<file path="config.mk">
export PLATFORM = sky130hd
export DESIGN_NAME = list_fetch
export DESIGN_NICKNAME = d
export VERILOG_FILES = /design/src/rtl/list_fetch.sv
export SDC_FILE = /design/constraint.sdc
export NUM_CORES = 1
export LEC_CHECK = 0
export ABC_AREA = 1
export CORE_ASPECT_RATIO = 0.75
export CORE_MARGIN = 2
export CORE_UTILIZATION = 57
export DETAILED_ROUTE_END_ITERATION = 16
export DONT_BUFFER_PORTS = 1
export PLACE_DENSITY = 0.75
export SETUP_SLACK_MARGIN = 0.2
export SLEW_MARGIN = 20
export SYNTH_ARGS = -nofsm -noshare
export SYNTH_HDL_FRONTEND = slang
export SYNTH_SLANG_ARGS = --single-unit
</file>
<file path="constraint.sdc">
create_clock -name CLK -period 2.12 [get_ports CLK]
set_clock_uncertainty 0.1 [all_clocks]
set_input_delay 0.424 -clock CLK [delete_from_list [all_inputs] [get_ports CLK]]
set_output_delay 0.424 -clock CLK [all_outputs]
set_load 0.05 [all_outputs]
</file>
<file path="src/rtl/list_fetch.sv">
// list_fetch: walks a singly linked list in word-addressed memory from a head
// pointer and emits one FS-word packet (header + node payload) per node.
module list_fetch #(
  parameter int DW        = 32,
  parameter int AW        = 16,
  parameter int FS        = 4,
  parameter int MAX_NODES = 256
) (
  input  logic                  CLK,
  input  logic                  RESET,
  input  logic                  start,
  input  logic [AW-1:0]         head_addr,
  output logic                  busy,
  output logic                  done,
  output logic                  err,
  output logic                  mem_req_valid,
  input  logic                  mem_req_ready,
  output logic [AW-1:0]         mem_req_addr,
  input  logic                  mem_rsp_valid,
  input  logic [DW-1:0]         mem_rsp_data,
  output logic [FS-1:0][DW-1:0] OUT,
  output logic                  out_valid,
  input  logic                  out_ready
);

  localparam int CW = $clog2(FS + 1);
  localparam int NW = $clog2(MAX_NODES + 1);
  localparam logic [CW-1:0] FS_CNT    = CW'(FS);
  localparam logic [CW-1:0] FS_LAST   = CW'(FS - 1);
  localparam logic [NW-1:0] NODE_LAST = NW'(MAX_NODES - 1);

  localparam logic [1:0] S_IDLE  = 2'd0;
  localparam logic [1:0] S_FETCH = 2'd1;
  localparam logic [1:0] S_EMIT  = 2'd2;
  localparam logic [1:0] S_FIN   = 2'd3;

  logic [1:0]    state;
  logic [AW-1:0] cur_addr;
  logic [CW-1:0] req_cnt;
  logic [CW-1:0] rsp_cnt;
  logic          armed;
  logic [DW-1:0] next_ptr;
  logic [NW-1:0] node_cnt;
  logic          req_fire;
  logic          rsp_take;
  logic          hdr_last;
  logic          hdr_trip;
  logic [DW-1:0] hdr_word;

  // The first FETCH cycle is a bubble (armed=0); the distance between
  // req_cnt and rsp_cnt is the number of responses still owed to us.
  always_comb begin
    busy          = (state == S_FETCH) || (state == S_EMIT);
    done          = (state == S_FIN);
    out_valid     = (state == S_EMIT);
    mem_req_valid = (state == S_FETCH) && armed && (req_cnt != FS_CNT);
    mem_req_addr  = mem_req_valid ? cur_addr + AW'(req_cnt) : '0;
    req_fire      = mem_req_valid && mem_req_ready;
    rsp_take      = (state == S_FETCH) && mem_rsp_valid && (rsp_cnt != req_cnt);
    hdr_last      = (next_ptr == '0);
    hdr_trip      = !hdr_last && (node_cnt == NODE_LAST);
    hdr_word      = '0;
    hdr_word[0]   = 1'b1;
    hdr_word[1]   = hdr_last;
    hdr_word[2]   = hdr_trip;
  end

  always_ff @(posedge CLK) begin
    if (RESET) begin
      state    <= S_IDLE;
      cur_addr <= '0;
      req_cnt  <= '0;
      rsp_cnt  <= '0;
      armed    <= 1'b0;
      next_ptr <= '0;
      node_cnt <= '0;
      err      <= 1'b0;
      OUT      <= '0;
    end else begin
      case (state)
        S_IDLE: begin
          if (start) begin
            cur_addr <= head_addr;
            err      <= 1'b0;
            node_cnt <= '0;
            req_cnt  <= '0;
            rsp_cnt  <= '0;
            armed    <= 1'b0;
            state    <= S_FETCH;
          end
        end
        S_FETCH: begin
          // An empty list is detected in the bubble cycle, before any request.
          if (!armed) begin
            if (node_cnt == '0 && cur_addr == '0) state <= S_FIN;
            else                                  armed <= 1'b1;
          end
          if (req_fire) req_cnt <= req_cnt + 1'b1;
          if (rsp_take) begin
            rsp_cnt <= rsp_cnt + 1'b1;
            if (rsp_cnt == '0) next_ptr <= mem_rsp_data;
            for (int k = 1; k < FS; k++) begin
              if (rsp_cnt == CW'(k)) OUT[k] <= mem_rsp_data;
            end
            if (rsp_cnt == FS_LAST) begin
              OUT[0] <= hdr_word;
              state  <= S_EMIT;
            end
          end
        end
        S_EMIT: begin
          // The header already encodes where the walk goes next.
          if (out_ready) begin
            node_cnt <= node_cnt + 1'b1;
            if (OUT[0][1]) begin
              state <= S_FIN;
            end else if (OUT[0][2]) begin
              err   <= 1'b1;
              state <= S_FIN;
            end else begin
              cur_addr <= next_ptr[AW-1:0];
              req_cnt  <= '0;
              rsp_cnt  <= '0;
              armed    <= 1'b0;
              state    <= S_FETCH;
            end
          end
        end
        S_FIN:   state <= S_IDLE;
        default: state <= S_IDLE;
      endcase
    end
  end

endmodule

</file>
==> results of run 1 <==
==> power groups by stage <==
stage | logic [mW] | clock network [mW] | registers (mW)
after floorplan | 0.768 | 0 | 3.45
after global placement | 0.860 | 0 | 3.46
after detailed placement | 0.873 | 0 | 3.46
after CTS | 0.940 | 3.29 | 3.40
after global routing | 1.11 | 3.44 | 3.41
final | 1.01 | 3.26 | 3.40
==> logic make-up (layout without fill, tap and decap cells) <==
family / after synthesis / count (layout) / synth area share
xor gates and xnor gates: 3 / 3 / 0.00348
adders and majority gates: 18 / 18 / 0.0309
other: 1 / 29 / 0.000497
and+or+nand+nor: 226 / 226 / 0.139
buffers and inverters: 231 / 274 / 0.153
AOI/OAI and AO/OA: 319 / 319 / 0.233
DFF: 166 / 166 / 0.441
==> worst max-delay path, cell delays in order (launching register included) <==
cell     delay [ns]
dfxtp_2        0.33
buf_4          0.13
ha_1           0.26
nand3_1        0.06
nand3_1        0.09
nand2_1        0.09
nor2_2         0.13
nand2_1        0.10
nor2_2         0.20
nand2_1        0.10
buf_4          0.15
a21oi_4        0.14
buf_12         0.15
==> flip-flops by register name, indices dropped and copies added (netlist names) <==
signal,count
armed,1
req_cnt,3
next_ptr,32
OUT,99
state,2
node_cnt,9
err,1
cur_addr,16
rsp_cnt,3
==> routing by layer <==
layer | part of all wire | vias up | routed length, um | track usage
li1 | - | 3183 | - | -
met1 | 0.43 | 3025 | 8910 | 0.351
met2 | 0.46 | 254 | 9440 | 0.416
met3 | 0.093 | 21 | 1920 | 0.0808
met4 | 0.014 | 0 | 287 | 0.0766
met5 | 0 | - | 0 | 0
==> worst paths after layout <==
check,from,to,slack [ns],cells past startpoint
worst max-delay path,req_cnt[1],mem_req_addr[15],-0.75,12
worst min-delay path,mem_rsp_data[23],OUT[119],0.04,2
worst max register to register,state[1],OUT[64],0.24,11
worst min register to register,next_ptr[31],next_ptr[31],0.36,2
==> metrics by stage <==
| stage | setup TNS [ns] | instances | area (sq um) |
|---|---|---|---|
| 6_report | -8.78 | 1206 | 9410 |
| 5_1_grt | -10.61 | 1206 | 9410 |
| 4_1_cts | -8.53 | 1187 | 9040 |
| 3_5_place_dp | -2.16 | 1142 | 8200 |
| 3_3_place_gp | -1.90 | 1142 | 8200 |
| 2_1_floorplan | -3.11 | 992 | 7940 |
==> placed cells by master (no fill, tap or decap), types with 6 or more instances in the layout <==
cell         n
a21oi_1    125
a21oi_2     37
buf_12      17
buf_4       51
buf_6       12
clkbuf_16   23
conb_1      29
dfxtp_1    158
ha_1        10
ha_4         6
inv_1      133
inv_2       14
inv_4        6
nand2_1    134
nand2_2      9
nand3_1     13
nand4_1     10
nor2_1      26
nor2_4       8
o21ai_0     36
o21ai_1     91
o21ai_2     13
==> what timing repair did <==
| item | in CTS | in global routing |
|---|---|---|
| endpoints found under the setup margin | 33 | 55 |
| gates cloned | 0 | 8 |
| pin swaps | 8 | 10 |
| resized for setup | 25 | 35 |
| hold buffers | 1 | 0 |
| setup buffers | 14 | 11 |
| endpoints found under the hold margin | 39 | 0 |
==> area by class of cell <==
| cell class | instances | share of cell area |
|---|---|---|
| Clock buffer | 18 | 0.0467 |
| Clock inverter | 12 | 0.0187 |
| Multi-Input combinational cell | 595 | 0.377 |
| Timing Repair Buffer | 89 | 0.116 |
| Inverter | 155 | 0.0641 |
| Sequential cell | 166 | 0.355 |
| Tap cell | 171 | 0.0227 |
==> flow_summary.toml, run 1 <==
[status]
status = "complete, but fails checks"
failed_checks = "negative setup slack"

[power_and_ir_drop]
p_per_area_mw_per_mm2 = 815
combinationalPowerShare = 0.132
p_switching_mw = 2.10
pwr-share-clk = 0.425
p_sw_frac = 0.274
power_mw = 7.67
p_leak_nw = 3.56
vdd_ir_drop_max_mv = 0.610
intPower_mw = 5.57
seqPwrFrac = 0.443

[floorplanning]
die_w_um = 137
initial_utilization = 0.581
die_h_um = 104
rows = 36
fp.dieArea_sq_mm = 0.0142
boundaryPins = 203
core_area_sq_mm = 0.0130

[clocking]
clk_latency_ns = 0.42
h-tree-depth = 4
cts_buffers = 17
clk_pin_slew_ns = 0.06
cts_tree = "done"
clockBufferDepth = 2
cts_root_buffer = "clkbuf_16"
cts.sinks = 166

[timing]
worstMarginPinSlew_ns = 0.577
setup_ws_ns = -0.747
max_slew_margin = 0.615
rsz0062_at_grt = "true"
hold_viol_final = 0
finalMaxSlewViolations = 0
setup_viol_count_final = 17
min_period_over_period = 1.35
fmaxAchievable_ghz = 0.349
hold_ws_ns = 0.0407
fin_crit_ns = 2.87

[routing]
post-route-drc-count = 0
wl_um = 20600
antenna_left = 0
num_vias = 6483
drt-initial-drc-count = 374
vias_per_cell = 5.38
wl_per_cell_um = 17.0
firstDrtPassIters = 4

[global_route]
grt_pass1_vias = 6007
grt_max_degree = 65
track_usage = 0.265
grt_pass1_wl_um = 29900
grt_antenna_before_repair = 0
grt_overflow = 0

[finish]
fillers = 1003
fin_util = 0.726
layout.nets = 1096
regArea_sq_mm = 0.00334
syn2layout_area_growth_pct = 24.8
multi_input_area_sq_mm = 0.00355
diodes = 0
drive_above_1_share = 0.248

[synth]
yosysMostFrequentCell = "dfxtp_1"
netlist.area_leader.share = 0.441
synth_edf_count = 0
ys_top_cells_by_count = "166 x dfxtp_1, 143 x nand2_1, 139 x inv_1"
synth.distinct_cells = 39
synth-seq-cells = 166
yosysWarnings = 0
syn-instance-count = 964
yosysTopAreaCell = "dfxtp_1"
postSynth.asyncResetShare = 0
synth.area.top_cells = "dfxtp_1 44%, a21oi_1 8.9%, nand2_1 7.1%"
synthFlopType = "dfxtp_1"
synth-seq-area-share = 0.441
syn_area_sq_mm = 0.00754
synth.avg_cell_area_sq_um = 7.82

[worst_setup_path]
worstSetupPathType = "reg2out"
cp-start-kind = "flip-flop"
worstPathMaxFanout = 3
required_ns = 1.60
end_kind = "primary output"
crit_arrival_ns = 2.34

[placed_design]
place.port_buffers = 0
place_congestion = 0.893
hpwlAfterDp_um = 12500
dp_slack_ns = -0.365

[min_path]
hp-class = "in2reg"

[job]
maxCapViolCount = 0
Power figures use the tool's default switching activity.
==> inputs of run 2 (changes only) <==
CELL_PAD_IN_SITES_DETAIL_PLACEMENT = 2   (was not set)
CELL_PAD_IN_SITES_GLOBAL_PLACEMENT = 2   (was not set)
CORE_UTILIZATION = 32   (was 57)
CTS_BUF_LIST = sky130_fd_sc_hd__clkbuf_16   (was not set)
PLACE_DENSITY = not set   (was 0.75)
PLACE_DENSITY_LB_ADDON = 0.1   (was not set)
==> flow_summary.toml, run 2 (synthesized netlist as in run 1, its figures left out) <==
[routing]
antenna_left = 0
top_layer_used = "met4"
num_vias = 7056
wl_um = 32300
firstDrtPassIters = 4
vias_per_cell = 5.16
wl_met1_um = 14100
drt-initial-drc-count = 300
wl_met2_um = 15500
wl_per_cell_um = 23.6
post-route-drc-count = 0
met3_length_um = 2020

[worst_setup_path]
end_kind = "primary output"
worstPathMaxFanout = 3
cp_slowest_stage_delay_ns = 0.37
slowest_stage = "dfxtp_4"
worstSetupPathType = "reg2out"
critPathMostFrequentCell = "nand2_2"
reg2regPathDepth = 18
required_ns = 1.60
crit_arrival_ns = 2.43
cp-start-kind = "flip-flop"
path_cells = "ha_4 -> inv_2 -> fa_2 -> inv_2 -> nand2_2 -> nand2_2 -> nand2_2 -> nor2_4 -> nand2_2 -> nor2_4 -> a21oi_4 -> a211oi_4 -> buf_12"

[clocking]
cts_root_buffer = "clkbuf_16"
cts.sinks = 166
h-tree-depth = 4
clk_latency_ns = 0.44
clk_pin_slew_ns = 0.07
clockBufferDepth = 2
cts_tree = "done"
cts_buffers = 17

[floorplanning]
core_area_sq_mm = 0.0231
initial_utilization = 0.327
boundaryPins = 203
die_w_um = 181
rows = 48
fp.dieArea_sq_mm = 0.0248
die_h_um = 137

[job]
maxCapViolCount = 0

[min_path]
whs_path_depth = 2
hp-class = "in2reg"

[power_and_ir_drop]
combinationalPowerShare = 0.180
vdd_ir_drop_max_mv = 0.644
intPower_mw = 5.42
p_sw_frac = 0.301
seqPwrFrac = 0.439
p_per_area_mw_per_mm2 = 702
p_leak_nw = 4.04
power_mw = 7.75
pwr-share-clk = 0.380
p_switching_mw = 2.34

[finish]
design_area_sq_mm = 0.0111
layout_commonest_cell = "dfxtp_1"
layoutNonFillerInstCount = 1367
fillers = 2402
drive_above_1_share = 0.395
layout.nets = 1128
reg.largest.list = "OUT (99), next_ptr (32), cur_addr (16)"
diodes = 0
top_register = "OUT"
final_cell_mix = "158 x dfxtp_1, 138 x inv_1, 131 x nand2_1, 81 x a21oi_2, 76 x a21oi_1"
largest_reg_flops = 99
syn2layout_area_growth_pct = 46.5

[global_route]
grt_antenna_before_repair = 0
grt_max_degree = 71
grt_overflow = 0
grt_pass1_vias = 7512
track_usage = 0.237
grt_pass1_wl_um = 44400

[placed_design]
dp_slack_ns = -0.439
place.port_buffers = 0
place_area_sq_mm = 0.00836
place_congestion = 0.805
hpwlAfterDp_um = 18300
dp.cells = 1270

[timing]
setup_ws_ns = -0.830
setup_tns_ns = -37.98
worstMarginPinSlew_ns = 0.656
fmaxAchievable_ghz = 0.339
rsz0062_at_grt = "true"
min_period_over_period = 1.39
hold_viol_final = 0
fin_crit_ns = 2.95
setup_viol_count_final = 126
finalMaxSlewViolations = 0
max_slew_margin = 0.563

[status]
status = "complete, but fails checks"
failed_checks = "negative setup slack"
[run 2: critical path, delay by kind of cell, from the launching register on]
family | cells | cell delay (ns)
simple gates | 6 | 0.53
compound gates | 2 | 0.29
flops | 1 | 0.37
buf+inv | 3 | 0.28
fa+ha+maj | 2 | 0.49
[run 2: final timing paths]
kind | startpoint | slack [ns] | end
worst max-delay path | req_cnt[0] | -0.83 | mem_req_addr[14]
worst min-delay path | mem_rsp_data[1] | 0.03 | OUT[97]
worst max register to register | req_cnt[0] | -0.36 | OUT[46]
worst min register to register | next_ptr[27] | 0.36 | next_ptr[27]
[run 2: power groups by stage]
| stage | sequential [mW] | clock, mW | combinational [mW] |
|---|---|---|---|
| detailed placement | 3.47 | 0 | 0.943 |
| global placement | 3.46 | 0 | 0.902 |
| floorplan | 3.45 | 0 | 0.768 |
| finish | 3.41 | 2.95 | 1.40 |
| global route | 3.42 | 3.15 | 1.49 |
| CTS | 3.40 | 3.00 | 1.20 |
[run 2: layout make-up]
type,instances,area [sq um],area share
Multi-Input combinational cell,595,4440,0.402
Sequential cell,166,3340,0.302
Timing Repair Buffer,121,1740,0.158
Inverter,155,619,0.0560
Clock buffer,17,425,0.0385
Tap cell,300,375,0.0340
Clock inverter,13,104,0.00940
[run 2: metrics by stage]
stage               hold WS, ns  utilization
global route             0.0225        0.479
finish                   0.0303        0.479
CTS                      0.0115        0.439
global placement          0.340        0.362
detailed placement        0.356        0.362
floorplan                 0.329            -
[run 2: layer usage]
layer,GRT usage,vias to the layer above
li1,-,3274
met2,0.403,191
met5,0,-
met3,0.0758,40
met1,0.288,3551
met4,0.0705,0
[run 2: what timing repair did]
| action | in CTS | in global routing |
|---|---|---|
| setup buffers | 29 | 16 |
| gates cloned | 12 | 9 |
| endpoints found under the setup margin | 60 | 158 |
| hold endpoints to repair | 39 | 0 |
| resized for setup | 185 | 119 |
| hold buffers | 1 | 0 |
| pin swaps | 111 | 84 |
